### config.mk
export PLATFORM = sky130hd
export DESIGN_NAME = demux_1to2_buffered
export DESIGN_NICKNAME = d
export VERILOG_FILES = /design/src/rtl/demux_pkg.sv /design/src/rtl/skid_fifo2.sv /design/src/rtl/demux_1to2_buffered.sv
export SDC_FILE = /design/constraint.sdc
export NUM_CORES = 1
export LEC_CHECK = 0
export BUFFER_PORTS_ARGS = -buffer_cell sky130_fd_sc_hd__buf_2
export CORE_MARGIN = 10
export CORE_UTILIZATION = 39
export CTS_BUF_LIST = sky130_fd_sc_hd__clkbuf_16
export CTS_CLUSTER_SIZE = 12
export DETAILED_ROUTE_END_ITERATION = 10
export GPL_ROUTABILITY_DRIVEN = 0
export RECOVER_POWER = 100
export SETUP_SLACK_MARGIN = 0.5
export SLEW_MARGIN = 25
export SYNTH_ARGS = -nofsm -noshare
export SYNTH_HDL_FRONTEND = slang
export SYNTH_SLANG_ARGS = --single-unit
### constraint.sdc
create_clock -name clk_i -period 6.5 [get_ports clk_i]
set_input_delay 0 -clock clk_i [delete_from_list [all_inputs] [get_ports clk_i]]
set_output_delay 0 -clock clk_i [all_outputs]
set_load 0.01 [all_outputs]
### src/rtl/demux_pkg.sv
`default_nettype none
// +----------------------------------------------------------------------------+
// | Module      : demux_pkg                                                    |
// | Description : Shared constants and types for the buffered 1-to-2 stream    |
// |               demultiplexer (buffer depth, occupancy width, branch ids).   |
// | Ports       : none (package)                                               |
// | Revision    : 1.0  initial release                                         |
// +----------------------------------------------------------------------------+
package demux_pkg;

    // Entries held by each branch buffer.
    localparam int BUF_DEPTH = 2;

    // Occupancy must represent 0, 1 and 2.
    localparam int OCC_W = 2;

    // Branch indices as seen on select_i.
    localparam logic BR0 = 1'b0;
    localparam logic BR1 = 1'b1;

    typedef logic [OCC_W-1:0] occ_t;

endpackage
`default_nettype wire

### src/rtl/skid_fifo2.sv
`default_nettype none
// +----------------------------------------------------------------------------+
// | Module      : skid_fifo2                                                   |
// | Description : Two-entry first-in first-out buffer with registered head.    |
// |               Storage is two registers addressed by 1-bit read/write       |
// |               pointers, so the head is always a flop output.               |
// | Ports       : clk_i, rst_i        clock, synchronous active-high reset     |
// |               push_i, data_i      write strobe and write data              |
// |               pop_i               remove the head entry                    |
// |               full_o, empty_o     occupancy flags                          |
// |               head_o              oldest stored entry                      |
// | Revision    : 1.0  initial release                                         |
// +----------------------------------------------------------------------------+
module skid_fifo2
    import demux_pkg::*;
#(
    parameter int size = 32
) (
    input  logic            clk_i,
    input  logic            rst_i,
    input  logic            push_i,
    input  logic [size-1:0] data_i,
    input  logic            pop_i,
    output logic            full_o,
    output logic            empty_o,
    output logic [size-1:0] head_o
);

    localparam occ_t c_occ_full  = occ_t'(BUF_DEPTH);
    localparam occ_t c_occ_empty = '0;

    logic [size-1:0] r_mem [BUF_DEPTH];
    logic            r_wr_ptr;
    logic            r_rd_ptr;
    occ_t            r_occ;

    logic            w_push;
    logic            w_pop;

    // Qualify the strobes locally so a misbehaving parent can never overrun
    // or underrun the pointers.
    assign w_push = push_i && !full_o;
    assign w_pop  = pop_i  && !empty_o;

    always_ff @(posedge clk_i) begin
        if (rst_i) begin
            // Storage is cleared too so the head reads 0 after reset.
            for (int i = 0; i < BUF_DEPTH; i++) begin
                r_mem[i] <= '0;
            end
            r_wr_ptr <= 1'b0;
            r_rd_ptr <= 1'b0;
            r_occ    <= c_occ_empty;
        end else begin
            // Only accepted beats are written, so X on an idle input bus
            // never reaches storage.
            if (w_push) begin
                r_mem[r_wr_ptr] <= data_i;
                r_wr_ptr        <= ~r_wr_ptr;
            end
            if (w_pop) begin
                r_rd_ptr <= ~r_rd_ptr;
            end
            case ({w_push, w_pop})
                2'b10:   r_occ <= r_occ + occ_t'(1);
                2'b01:   r_occ <= r_occ - occ_t'(1);
                default: r_occ <= r_occ;
            endcase
        end
    end

    assign full_o  = (r_occ == c_occ_full);
    assign empty_o = (r_occ == c_occ_empty);
    assign head_o  = r_mem[r_rd_ptr];

endmodule
`default_nettype wire

### src/rtl/demux_1to2_buffered.sv
`default_nettype none
// +----------------------------------------------------------------------------+
// | Module      : demux_1to2_buffered                                          |
// | Description : Buffered 1-to-2 stream demultiplexer. Each accepted input    |
// |               beat is steered by select_i into one of two 2-entry FIFOs,   |
// |               each draining to its own valid/ready consumer.               |
// | Ports       : clk_i, rst_i                  clock, sync active-high reset  |
// |               data_i, valid_i, select_i     producer side                  |
// |               ready_o                       producer backpressure          |
// |               data0_o, valid0_o, ready0_i   branch-0 consumer              |
// |               data1_o, valid1_o, ready1_i   branch-1 consumer              |
// |               cnt0_o, cnt1_o                wrapping delivered-beat counts |
// | Revision    : 1.0  initial release                                         |
// +----------------------------------------------------------------------------+
module demux_1to2_buffered
    import demux_pkg::*;
#(
    parameter int size  = 32,
    parameter int CNT_W = 16
) (
    input  logic             clk_i,
    input  logic             rst_i,
    input  logic [size-1:0]  data_i,
    input  logic             valid_i,
    input  logic             select_i,
    output logic             ready_o,
    output logic [size-1:0]  data0_o,
    output logic             valid0_o,
    input  logic             ready0_i,
    output logic [size-1:0]  data1_o,
    output logic             valid1_o,
    input  logic             ready1_i,
    output logic [CNT_W-1:0] cnt0_o,
    output logic [CNT_W-1:0] cnt1_o
);

    logic [1:0]       w_full;
    logic [1:0]       w_empty;
    logic             w_accept;
    logic             w_push0;
    logic             w_push1;
    logic             w_pop0;
    logic             w_pop1;
    logic [CNT_W-1:0] r_cnt0;
    logic [CNT_W-1:0] r_cnt1;

    // Backpressure looks only at the selected buffer's own fullness, never
    // at the consumer readies. A full buffer that is popping this cycle
    // therefore still refuses input, costing one bubble but keeping
    // ready_o off the downstream ready paths.
    assign ready_o  = !rst_i && !w_full[select_i];
    assign w_accept = valid_i && ready_o;
    assign w_push0  = w_accept && (select_i == BR0);
    assign w_push1  = w_accept && (select_i == BR1);

    assign valid0_o = !w_empty[0];
    assign valid1_o = !w_empty[1];
    assign w_pop0   = valid0_o && ready0_i;
    assign w_pop1   = valid1_o && ready1_i;

    skid_fifo2 #(
        .size    (size)
    ) u_fifo0 (
        .clk_i   (clk_i),
        .rst_i   (rst_i),
        .push_i  (w_push0),
        .data_i  (data_i),
        .pop_i   (w_pop0),
        .full_o  (w_full[0]),
        .empty_o (w_empty[0]),
        .head_o  (data0_o)
    );

    skid_fifo2 #(
        .size    (size)
    ) u_fifo1 (
        .clk_i   (clk_i),
        .rst_i   (rst_i),
        .push_i  (w_push1),
        .data_i  (data_i),
        .pop_i   (w_pop1),
        .full_o  (w_full[1]),
        .empty_o (w_empty[1]),
        .head_o  (data1_o)
    );

    // Delivered-beat counters; natural binary wrap from all-ones to zero.
    always_ff @(posedge clk_i) begin
        if (rst_i) begin
            r_cnt0 <= '0;
            r_cnt1 <= '0;
        end else begin
            if (w_pop0) begin
                r_cnt0 <= r_cnt0 + CNT_W'(1);
            end
            if (w_pop1) begin
                r_cnt1 <= r_cnt1 + CNT_W'(1);
            end
        end
    end

    assign cnt0_o = r_cnt0;
    assign cnt1_o = r_cnt1;

endmodule
`default_nettype wire

==> results of run 1 <==
worst max path at each step:
| stage | end | start | depth (start not counted) | slack (ns) |
|---|---|---|---|---|
| floorplan | u_fifo0.r_mem[1][0] | u_fifo0.r_occ[0] | 6 | 4.40 |
| global placement | u_fifo0.r_mem[1][3] | u_fifo0.r_occ[0] | 4 | 3.73 |
| detailed placement | u_fifo0.r_mem[1][4] | u_fifo0.r_occ[0] | 4 | 3.64 |
| CTS | u_fifo0.r_mem[1][17] | u_fifo0.r_occ[0] | 4 | 3.62 |
| global route | u_fifo0.r_mem[1][17] | u_fifo0.r_occ[0] | 4 | 2.26 |
| finish | u_fifo0.r_mem[1][17] | u_fifo0.r_occ[0] | 4 | 2.65 |
area by class of cell:
class / count / area [um2] / share of cell area
flip-flops and latches: 170 / 4684 / 0.5200
multi-input cells: 357 / 2552 / 0.2833
repair buffers: 170 / 909.6 / 0.1010
clock buffers: 17 / 425.4 / 0.04722
well taps: 234 / 292.8 / 0.03250
clock inverters: 14 / 121.4 / 0.01347
inverters: 6 / 22.52 / 0.002500
per-stage QoR:
| stage | total power (W) | util | area, um2 | cells |
|---|---|---|---|---|
| final | 0.002531 | 0.4800 | 9009 | 968 |
| after global routing | 0.002650 | 0.4800 | 9009 | 968 |
| after CTS | 0.002580 | 0.4891 | 9180 | 968 |
| after detailed placement | 0.001625 | 0.4429 | 8313 | 905 |
| after global placement | 0.001617 | 0.4429 | 8313 | 905 |
| after floorplan | 0.001487 | - | 7472 | 561 |
per-layer routing:
metal / share of wire / global-route usage / vias to the layer above
met5: 0 / 0 / -
met4: 0.011 / 0.04499 / 0
met3: 0.073 / 0.04506 / 13
met2: 0.49 / 0.2244 / 122
met1: 0.43 / 0.1709 / 2298
li1: - / - / 2298
what timing repair did:
item / 4_1_cts / 5_1_grt
hold endpoints to repair: 128 / 0
hold buffers: 32 / 0
gates resized for setup: 0 / 0
placed cells by master, fill, tap and decap left out, types with 2 or more instances in the layout:
master,Yosys,final
edfxtp_1,128,128
and2_0,0,87
clkinv_1,1,3
xnor2_1,19,19
o2111ai_1,1,2
clkbuf_1,10,81
buf_2,1,57
dlygate4sd3_1,0,32
nor3_1,6,6
a31o_2,3,3
nor4_1,3,5
a21oi_1,12,12
nand2_1,12,12
nand3_1,6,6
dfxtp_1,42,42
mux2_2,64,46
nor2_1,39,40
o21ai_0,6,6
nand2b_1,5,5
mux2_1,0,18
mux2i_1,3,3
clkinvlp_4,0,4
or2_2,6,4
or2_0,0,2
inv_1,5,5
clkbuf_16,0,17
nand4_1,8,8
or4b_1,2,2
inv_6,0,4
ha_1,4,4
or3_1,5,5
and2_1,128,41
xor2_1,9,9
state kept, by name, summed over array words and instances, names as in the netlist, named ones only:
signal / cells
cnt0_o: 16
cnt1_o: 16
u_fifo0.r_mem: 64
u_fifo0.r_occ: 2
u_fifo0.r_rd_ptr: 1
u_fifo0.r_wr_ptr: 1
u_fifo1.r_mem: 64
u_fifo1.r_occ: 2
u_fifo1.r_rd_ptr: 1
u_fifo1.r_wr_ptr: 1
worst reg2reg max path: stages, from the launching register on:
cell     delay, ns
dfxtp_1       0.49
nor2b_4       0.07
or4b_1        0.57
nor2_1        1.47
or2_2         0.88
cells by family after synthesis:
group,count (synthesis),share of synthesized area
buffers and inverters,34,0.02378
AOI/OAI and AO/OA,27,0.02294
xor gates and xnor gates,28,0.03282
adders and majority gates,4,0.006698
muxes,67,0.1005
and+or+nand+nor,231,0.1864
DFF,170,0.6269
power groups by stage:
| stage | combinational (W) | clock, W | sequential, W |
|---|---|---|---|
| detailed placement | 0.000317 | 0 | 0.00131 |
| finish | 0.000309 | 0.000940 | 0.00128 |
| global route | 0.000342 | 0.00102 | 0.00129 |
| global placement | 0.000314 | 0 | 0.00130 |
| floorplan | 0.000222 | 0 | 0.00127 |
| CTS | 0.000335 | 0.000960 | 0.00128 |
==> impl.org, run 1 <==
** Place
- # port buffers :: 136
- Prior to clock tree synthesis, the placed netlist has a worst setup slack of between 3 and 4 ns.
- Post-DP HPWL :: 11,380 um

** Yosys
- Number of enable-type register cells in the synthesized netlist :: between 100 and 150
- Synth Cell Area :: approximately 7500 um2
- Number of distinct library cells after synthesis :: between 40 and 50
- Number of synthesized register bits :: 170
- Sorting the synthesized cells by how often they occur yields and2_1, edfxtp_1, mux2_2, dfxtp_1, nor2_1.
- The biggest area contributor in the post-synthesis netlist is edfxtp_1.
- Synthesis produced a netlist with a net count of 603.
- Synthesis Warnings :: 0
- Async set-or-reset flop fraction in the synthesized netlist :: 0
- Mean cell area of the mapped netlist :: ~13 um2
- Synthesis produced ~560 cells.
- For this run, the leading register cell type out of synthesis is edfxtp_1.
- Cells taking the most area after synthesis :: edfxtp_1, dfxtp_1, and2_1, mux2_2, xnor2_1
- Share of Yosys cell area claimed by the top area cell type :: 0.5144
- Share of synthesized area occupied by flip-flops and latches :: 0.6269

** Route
- Initial DRC count :: between 150 and 200
- Via total after detailed routing :: 4,731
- Dividing the detail-routed via count by the number of cells gives 4.887.
- DRT Pass-1 Iters :: 5
- In the final routed layout, each cell accounts on average for 17.59 um.
- Once detail routing completed, the nets flagged for antenna violations numbered 0.
- DRC violation count after routing :: 0
- After detailed routing, the total wire length is ~17,000 um.

** Clock tree
- TritonCTS clock tree :: done
- Count of H-tree levels built during CTS :: 4
- Clock transition at path regs :: about 0.06 ns
- Clock tree synthesis selected as its root buffer the cell clkbuf_16.
- Clk_lat worst skew :: ~0.42 ns
- The clock passes through at most 2 buffers.
- Buffers added to address setup during post-CTS repair amount to 0.
- TritonCTS created 17 clock buffers.
- The clock drives 170 sinks.

** Timing
- Worst relative slew slack :: -0.7953
- The clock arrives with approximately 0.0075 ns of skew.
- Of the available clock period, the critical path in the final layout requires 0.5930.
- Counting I/O delays and the setup requirement, the final critical path takes just under 4 ns.
- WHS :: 0.03876 ns
- For the pin with the worst max-slew slack, the measured transition is 2.693 ns.
- Final setup violating endpoints :: 0
- Final number of hold-violating endpoints :: 0
- After routing, the total negative slack on setup checks comes to 0 ns.
- Final WS setup :: approximately 2.6 ns
- Setup repair after global routing left no endpoint under its margin.
- Highest clock frequency the design can meet :: 259.4 MHz
- Final Max Tran Viols :: 167

** Die
- Top-Level Pins :: ~140
- Die width :: between 150 and 200 um
- Chip Height :: roughly 160 um
- Starting Density :: 0.3981
- In this run the core area contains 50 standard-cell rows.
- The die covers roughly 25,000 um2.
- After floorplanning, the core was sized to cover approximately 19,000 um2.

** Setup path
- Bufs and invs on worst path :: 0
- The critical path in this run is classified as flip-flop to flip-flop.
- Launching point of the worst reg2reg path :: u_fifo0.r_occ[0]
- In this design, the stage delay of the slowest critical-path cell is around 1.5 ns.
- Critical Path RT :: around 6.5 ns
- Endpoint of the worst register-to-register path :: u_fifo0.r_mem[1][17]
- Critical path arrival :: slightly below 4 ns
- The signal on the critical path passes through nor2b_4, or4b_1, nor2_1, or2_2.
- For the worst flop-to-flop path, the logic depth is 4.
- STA classifies the critical path endpoint as a flip-flop.
- Of all nets on the critical path, the largest fanout is 33.
- Grouping stages by cell kind, the critical path spends the most delay in simple AND/OR/NAND/NOR gates.
- Setup slack on the worst flop-to-flop path :: around 2.6 ns
- For this design, the slowest cell found on the critical path is nor2_1.
- The worst setup path is launched from a flip-flop.

** Worst hold path
- Endpoint with the worst hold slack :: u_fifo0.r_wr_ptr
- In this run the worst hold path is classified as input pin to flip-flop.
- The worst hold path begins at select_i.
- Number of cells on the worst hold path :: 3

** Global routing
- Number of antenna violations at the first check in global routing :: 0
- Via count of the first global-routing pass :: between 5,000 and 6,000
- Global-route wire length before repair :: roughly 27,000 um
- Entering global routing, the biggest net connects between 50 and 60 pins.
- Across every metal layer, demand over resource in global routing totals 0.1384.
- Summed over all layers, the global routing overflow is 0.

** Status
- The run finished, with violations left.
- Violations in the final reports :: capacitance limit, slew limit

** Finish
- Compared with the post-synthesis result, the final layout area differs by 20.56%.
- Fraction of layout cells with a size suffix above 1 :: 0.1948
- For this run, the post-layout net count is between 700 and 800.
- Count of fill cells added during filler insertion :: approximately 1,700
- Antenna cell count :: 0

** Pwr
- The analysis attributes to net switching a power of 0.0006352 W.
- Maximum resistive drop on vdd :: 0.1861 mV
- Sw frac :: 0.2510
- In this run the power density over the cells is 281.0 nW/um2.
- Of the total power, registers draw 0.506.
- Internal power summed over all cells :: between 0.0015 and 0.002 W
- Of the total power, combinational logic draws 0.122.
- Reported leakage power :: ~3.3 nW
- The share of total power dissipated in the clock network is 0.372.

** Job
- Across the run, the number of max-cap violations was 5.
(Power assumes the default switching activity.)
==> inputs of run 2 (changes only) <==
--- a/config.mk
+++ b/config.mk
@@ -5,6 +5,7 @@
 export SDC_FILE = /design/constraint.sdc
 export NUM_CORES = 1
 export LEC_CHECK = 0
+export ABC_AREA = 1
 export BUFFER_PORTS_ARGS = -buffer_cell sky130_fd_sc_hd__buf_2
 export CORE_MARGIN = 10
 export CORE_UTILIZATION = 39
==> constraint.sdc (replaced) <==
create_clock -name clk_i -period 3.7 [get_ports clk_i]
set_input_delay 0 -clock clk_i [delete_from_list [all_inputs] [get_ports clk_i]]
set_output_delay 0 -clock clk_i [all_outputs]
set_load 0.01 [all_outputs]
==> impl.org, run 2 <==
** Timing
- Transition at the pin with the smallest max-transition slack :: 1.714 ns (-0.9791 ns)
- Highest clock frequency the design can meet :: 351.5 MHz (+35%)
- WHS :: 0.07442 ns (+0.03566 ns)
- Final number of hold-violating endpoints :: 0 (unchanged)
- Ratio of final minimum period to clock period :: 0.7690 (+0.1760)
- Final Max Tran Viols :: 233 (+40%)
- Largest clock skew in the final design :: 0.01309 ns (+0.005598 ns)
- Fin Setup TNS :: 0 ns (unchanged)
- The final worst-path setup slack was 0.8548 ns (-1.791 ns).
- Setup repair after global routing left no endpoint under its margin.
- Worst relative slew slack :: -0.1426 (+0.6527)
- Final setup violating endpoints :: 0 (unchanged)
- The minimum clock period after layout was 2.845 ns (-1.009 ns).

** Yosys
- The post-synthesis register bit count came to 170 (unchanged).
- Share of synthesized area occupied by flip-flops and latches :: 0.6435 (+0.01659)
- Share of the synthesized area in compound gates (AO/OA/AOI/OAI) :: 0.02991 (+0.006967)
- Simple-gate portion of the synthesized area :: 0.1624 (-0.02394)
- The mean instance size in the synthesized netlist is 10.78 um2 (-19%).
- Post-synthesis share of cell area spent on xor and xnor gates :: 0.003609 (-0.02921)
- The number of enable flip-flop cells after synthesis came to 128 (unchanged).
- Cell type with the highest aggregate area in the netlist :: edfxtp_1
- By count the netlist is led by nor2_1, edfxtp_1, inv_1, nand2_1, mux2_2.
- Mapped Cells :: 675 (+20%)
- After synthesis, the largest family of logic cells by area is simple AND/OR/NAND/NOR gates.
- The proportion of register bits with asynchronous set or reset after synthesis is 0 (unchanged).
- In the synthesized netlist the dominant register cell turns out to be edfxtp_1.
- Cells taking the most area after synthesis :: edfxtp_1, dfxtp_1, mux2_2, nor2_1, inv_1
- Synthesized Nets :: 717 (+19%)
- Cell with the most instances after synthesis :: nor2_1
- The distinct cell type count after synthesis came to 21 (-53%).
- The synthesis warning total is 0 (unchanged).
- Share of synthesized cell area in full adder, half adder and majority cells :: 0.006875 (+0.0001773)
- The mux cell area share after synthesis is 0.09900 (-0.001466).
- The area of the mapped netlist was 7279 um2 (-2.6%).
- Share of Yosys cell area claimed by the top area cell type :: 0.5280 (+0.01362)

** Setup path
- Most frequent cell on the critical path :: nand2_1
- STA classifies the critical path startpoint as a flip-flop.
- Standard cell with the maximum stage delay on the critical path :: nand2_1
- Total stage count of the critical path :: 6 (+2)
- Bufs and invs on worst path :: 1 (+1)
- The highest fanout seen on the critical path came to 32 (-3.0%).
- The largest stage delay on the critical path is 1.15 ns (-0.32 ns).
- Critical Path RT :: 3.72 ns (-2.82 ns)
- The setup path with the least slack is of type flip-flop to flip-flop.
- Critical Path Sink Type :: flip-flop
- The signal arrival time at the worst endpoint came to 2.86 ns (-1.03 ns).
- Among cell families on the critical path, the largest total delay comes from simple AND/OR/NAND/NOR gates.
- Number of cells traversed by the worst register-to-register path :: 6 (+2)
- The critical path goes through inv_1, nand3_1, nand2_1, nor3b_1, nand3_2, nand2_1.

** Finish
- Combined area of the multi-input logic cells :: 2213 um2 (-13%)
- The utilization of the core after routing is 0.4981 (+0.01807).
- Net count, final :: 886 (+16%)
- Register cell area after layout :: 4684 um2 (unchanged)
- Most common cell after layout, fill and taps aside :: nor2_1
- The share of final-layout standard cells stronger than drive strength 1 came to 0.1610 (-0.03380).
- The largest registers in the layout are u_fifo0.r_mem x64, u_fifo1.r_mem x64.
- In the layout the commonest cells are nor2_1, edfxtp_1, clkbuf_1, inv_1, nand2_1.
- Synth-to-layout area growth :: 24.17%
- The fill cell total of the finished layout is 1,718 (+0.12%).

** Die
- Number of core rows :: 49 (-2.0%)
- The number of ports placed on the die boundary came to 137 (unchanged).
- The die area was 24,530 um2 (-2.3%).
- Chip Height :: 156.6 um (-1.1%)
- CORE AREA :: 18,150 um2 (-3.3%)
- Die width :: 156.6 um (-1.1%)
- Starting Density :: 0.4011 (+0.002997)

** Pwr
- Fraction of power consumed by sequential logic :: 0.499 (-0.007)
- The standby leakage power was 3.616 nW (+11%).
- The internal power of the cells came to 0.003381 W (+78%).
- The relative contribution of combinational cells to total power came to 0.104 (-0.018).
- Maximum resistive drop on vdd :: 0.3402 mV (+83%)
- Power density cells :: 491.3 nW/um2 (+75%)
- Sw frac :: 0.2386 (-0.01234)
- Part of the total power dissipated in the clock network :: 0.397 (+0.025)
- The switching power is 0.001060 W (+67%).

** Global routing
- The maximum number of pins on one net before global-route repair was 35 (-33%).
- The via count of the first global-routing pass is 5,335 (+6.6%).
- The initial antenna violation count is 1 (+1).
- The first-pass GRT wire length is 27,920 um (+3.6%).
- Grt total ovfl :: 0 (unchanged)
- The total routing usage reported by global routing is 0.1440 (+0.005569).

** Clock tree
- The latest clock arrival within the worst-skew pair was 0.43 ns (about the same).
- The buffer depth of the longest clock path came to 2 (unchanged).
- The clock sink count was 170 (unchanged).
- The tree is rooted in a clkbuf_16.
- Clock transition at path regs :: 0.06 ns (about the same)
- CTS buffer count :: 17 (unchanged)
- Count of H-tree levels built during CTS :: 4 (unchanged)
- TritonCTS clock tree :: done

** Route
- Final routed wire length divided by cell count :: 15.92 um (-9.5%)
- Initial DRC count :: 333 (+75%)
- Avg Vias per Cell :: 4.765 (-2.5%)
- Routed Wire Length :: 17,310 um (+1.7%)
- DRT Pass-1 Iters :: 6 (+1)
- DRC violation count after routing :: 0 (unchanged)
- The remaining antenna violation count after routing was 0 (unchanged).
- The total vias in the final route came to 5,180 (+9.5%).

** Worst hold path
- Min-Delay Path Class :: input pin to flip-flop
- The number of cells on the worst hold path came to 5 (+2).

** Status
- The checks that failed: capacitance limit, slew limit.
- The run finished, with violations left.

** Place
- The count of input and output buffers came to 136 (unchanged).
- Placement-stage worst setup slack :: 1.301 ns (-2.342 ns)
- The HPWL after detailed placement was 11,640 um (+2.4%).

** Job
- The number of max-capacitance violations reported is 7 (+2).
-- run 2: changes by cell type after synthesis, moves of 11 or more --
cell | previous run | this run
o21ai_0 | 6 | 19
nand2_1 | 12 | 67
inv_1 | 5 | 76
nand3_1 | 6 | 21
nor3_1 | 6 | 41
nor2_1 | 39 | 145
and2_1 | 128 | 0
clkbuf_1 | 10 | 22
a21oi_1 | 12 | 23
xnor2_1 | 19 | 0
-- run 2: cells by family (layout without fill, tap and decap cells) --
logic type	count (synthesis)	after routing
XOR/XNOR	3	3
other	0	1
buffers and inverters	106	288
flip-flops	170	170
multiplexers	64	64
adder cells (fa/ha/maj)	4	4
AO/OA/AOI/OAI	43	43
AND/OR/NAND/NOR	285	285
-- run 2: power by group through the flow --
stage	combinational [W]	sequential [W]	clock [W]
after CTS	0.000498	0.00222	0.00179
after floorplan	0.000299	0.00222	0
after detailed placement	0.000466	0.00226	0
final	0.000463	0.00222	0.00176
after global placement	0.000464	0.00225	0
after global routing	0.000522	0.00223	0.00188
-- run 2: path summary, 6_finish.rpt --
path                    startpoint                    to  slack [ns]
setup / recovery  u_fifo0.r_occ[0]  u_fifo0.r_mem[1][15]        0.85
hold / removal            select_i      u_fifo0.r_wr_ptr        0.07
setup reg to reg  u_fifo0.r_occ[0]  u_fifo0.r_mem[1][15]        0.85
hold reg to reg   u_fifo1.r_rd_ptr             flip-flop        0.45
-- run 2: through the flow --
step | cells | total power, W | cell area (um2)
2_1_floorplan | 675 | 0.002516 | 7279
3_3_place_gp | 1019 | 0.002718 | 8230
3_5_place_dp | 1019 | 0.002723 | 8230
4_1_cts | 1086 | 0.004508 | 9173
5_1_grt | 1086 | 0.004632 | 9036
6_report | 1087 | 0.004440 | 9039
-- run 2: area by class of cell --
| type | instances | area share |
|---|---|---|
| Tap cell | 229 | 0.03170 |
| Timing Repair Buffer | 178 | 0.1070 |
| Clock inverter | 12 | 0.01011 |
| Inverter | 78 | 0.03239 |
| Clock buffer | 20 | 0.05537 |
| Multi-Input combinational cell | 399 | 0.2449 |
| Antenna cell | 1 | 0.0002769 |
| Sequential cell | 170 | 0.5183 |
-- run 2: layer usage --
metal	up-vias	part of all wire	track usage
met3	13	0.068	0.04879
met1	2424	0.45	0.1759
met5	-	0	0
met2	131	0.47	0.2364
li1	2612	-	-
met4	0	0.0090	0.04360
-- run 2: timing repair --
action,in CTS,in global routing
gates resized for setup,0,0
hold buffers,35,0
buffers inserted,0,0
endpoints found under the hold margin,108,0
-- run 2: worst min-delay path, cell delays in order --
cell and delay [ns]:
buf_2 0.12, inv_1 0.10, nand2_1 0.10, nand3_1 0.08
nand2_1 0.06
==> inputs of run 3 (changes only) <==
==> constraint.sdc (replaced) <==
create_clock -name clk_i -period 2.3 [get_ports clk_i]
set_input_delay 0 -clock clk_i [delete_from_list [all_inputs] [get_ports clk_i]]
set_output_delay 0 -clock clk_i [all_outputs]
set_load 0.01 [all_outputs]
==> impl.org, run 3 (synthesis gave the netlist of run 2 again) <==
** Status
- The flow ran to the end, and the final reports show no timing, DRC or antenna violations.

** Setup path
- The required time of the critical path came to 2.36 ns (-1.36 ns).
- The worst setup path is captured at a flip-flop.
- The worst setup path is of the flip-flop to flip-flop kind.
- Maximum net fanout on the critical path :: 32 (unchanged)
- Critical path arrival :: 1.98 ns (-0.88 ns)
- Startpoint types :: flip-flop

** Timing
- Highest clock frequency the design can meet :: 521.3 MHz (+48%)
- The number of endpoints failing setup at the final stage is 0 (unchanged).
- Fin Setup TNS :: 0 ns (unchanged)
- Largest clock skew in the final design :: 0.007030 ns (-0.006058 ns)
- The minimum clock period after layout is 1.918 ns (-0.9268 ns).
- The headroom to the max-slew limit was 0.6300 (+0.7726).
- Unrepaired setup endpoints after global routing :: yes
- Final Max Tran Viols :: 0 (-100%)
- Ratio of final minimum period to clock period :: 0.8341 (+0.06510)
- Final number of hold-violating endpoints :: 0 (unchanged)
- The slew at the pin closest to its max-slew limit is 0.5508 ns (-1.163 ns).
- Final WS setup :: 0.3816 ns (-0.4732 ns)

** Global routing
- Grt total ovfl :: 0 (unchanged)
- The via count of the first global-routing pass came to 5,268 (-1.3%).
- Largest net degree at the start of global routing :: 34 (-2.9%)
- Global-route wire length before repair :: 27,610 um (-1.1%)
- GRT Resource Usage Total :: 0.1430 (-0.001017)
- Number of antenna violations at the first check in global routing :: 1 (unchanged)

** Place
- The placed cell area was 8348 um2 (+1.4%).
- Placement-stage worst setup slack :: 0.4470 ns (-0.8543 ns)
- The count of input and output buffers was 136 (unchanged).
- The HPWL after detailed placement was 11,220 um (-3.6%).

** Finish
- In the final layout, the registers with the most flip-flops are u_fifo0.r_mem x64, u_fifo1.r_mem x64.
- The library cells used most frequently in the layout, excluding fill and tap cells, are nor2_1, edfxtp_1, clkbuf_1, inv_1, nand2_1.
- Most common cell after layout, fill and taps aside :: nor2_1
- The antenna diode instance count came to 0 (-1).
- The fill cell total of the finished layout came to 1,657 (-3.6%).
- Net count, final :: 895 (+1.0%)
- Fraction of layout cells with a size suffix above 1 :: 0.1859 (+0.02489)
- Relative to the synthesized area, the layout overhead comes to 26.21%.
- The utilization of the core after routing came to 0.5063 (+0.008205).
- Final std cell area, no fill :: 9188 um2 (+1.6%)

** Route
- The final routed DRC violation total is 0 (unchanged).
- The average routed wire per standard cell was 15.80 um (-0.81%).
- Antenna viol nets, final :: 0 (unchanged)
- DRT Pass-1 Iters :: 5 (-1)
- The average vias per placed instance was 4.786 (+0.44%).
- The iteration-0 DRC count of the detailed router is 305 (-8.4%).
- Routed Wire Length :: 17,300 um (about the same)
- The total vias in the final route came to 5,241 (+1.2%).

** Die
- DIE AREA :: 24,530 um2 (unchanged)
- Die width :: 156.6 um (unchanged)
- The y dimension of the die was 156.6 um (unchanged).
- The standard cell core area was 18,150 um2 (unchanged).
- The number of cell rows was 49 (unchanged).
- Starting Density :: 0.4011 (unchanged)
- The number of ports placed on the die boundary is 137 (unchanged).

** Pwr
- Reported leakage power :: 3.647 nW (+0.86%)
- The worst-case vdd ir drop was 0.5399 mV (+59%).
- The relative contribution of combinational cells to total power was 0.114 (+0.010).
- The internal power of the cells came to 0.005515 W (+63%).
- Sw frac :: 0.2451 (+0.006514)
- Part of the total power dissipated in the clock network :: 0.406 (+0.009)
- Net load switching power :: 0.001791 W (+69%)
- Power density cells :: 795.2 nW/um2 (+62%)
- The register share of total power came to 0.480 (-0.019).

** Clock tree
- Clk_lat worst skew :: 0.42 ns (about the same)
- TritonCTS built the clock tree.
- # clock sinks :: 170 (unchanged)
- Count of H-tree levels built during CTS :: 4 (unchanged)
- CTS buffer count :: 17 (unchanged)
- The buffer depth of the longest clock path is 2 (unchanged).
- CTS Root Cell :: clkbuf_16
- The clock-pin transition on the worst setup and hold timing paths was 0.07 ns (about the same).

** Worst hold path
- The worst hold path belongs to the class input pin to flip-flop.

** Job
- The number of max-capacitance violations reported is 0 (-7).
[run 3: cell count changes in the layout (fill, tap and decap cells not counted), sizes merged]
cell | before | now
clkinvlp | 0 | 2
clkbuf | 105 | 106
clkinv | 7 | 8
diode | 1 | 0
buf | 58 | 63
inv | 82 | 80
bufinv | 1 | 3
[run 3: what timing repair did]
item / 4_1_cts / 5_1_grt
endpoints found under the setup margin: 66 / 38
endpoints found under the hold margin: 104 / 0
gates resized for setup: 2 / 7
hold buffers: 35 / 0
pin swaps: 1 / 2
setup buffers: 2 / 2
[run 3: worst paths after layout]
path / startpoint / endpoint / slack, ns / depth (start not counted)
max: u_fifo0.r_occ[0] / u_fifo0.r_mem[0][12] / 0.38 / 7
min: select_i / u_fifo1.r_mem[1][27] / 0.08 / 3
max reg2reg: u_fifo0.r_occ[0] / u_fifo0.r_mem[0][12] / 0.38 / 7
min reg2reg: u_fifo1.r_rd_ptr / flip-flop / 0.45 / 1
[run 3: per-layer routing]
metal  GRT usage  up-vias  part of all wire
met5           0        -           0.00075
met1      0.1727     2479              0.44
met4     0.04225        2             0.012
met2      0.2370      121              0.48
met3     0.04907       18             0.067
li1            -     2621                 -
[run 3: cell type report]
type,instances,area (um2),share of cell area
clock buffer,17,425.4,0.04630
multi-input combinational,399,2263,0.2464
inverter,78,292.8,0.03187
timing repair buffer,187,1042,0.1134
sequential,170,4687,0.5101
clock inverter,15,190.2,0.02070
tap,229,286.5,0.03119
[run 3: power by group through the flow]
stage               logic, W  registers [W]  clock network (W)
floorplan           0.000503        0.00356                  0
global placement    0.000833        0.00357                  0
detailed placement  0.000833        0.00358                  0
CTS                 0.000891        0.00351            0.00303
global route        0.000918        0.00352            0.00318
finish              0.000830        0.00351            0.00297
[run 3: critical path, cell delays in order, from the launching register on]
cell and delay (ns):
dfxtp_1 0.33, inv_1 0.07, nand3_2 0.05, nand2_1 0.07, nor3b_1 0.28, buf_4 0.17, nand3_1 0.13, nand2_4 0.44
[run 3: through the flow]
stage | cells | hold slack (ns) | total power, W
floorplan | 675 | 0.2066 | 0.004068
global placement | 1024 | 0.3561 | 0.004404
detailed placement | 1024 | 0.3619 | 0.004411
CTS | 1093 | 0.06603 | 0.007433
global route | 1095 | 0.08539 | 0.007617
finish | 1095 | 0.08176 | 0.007306
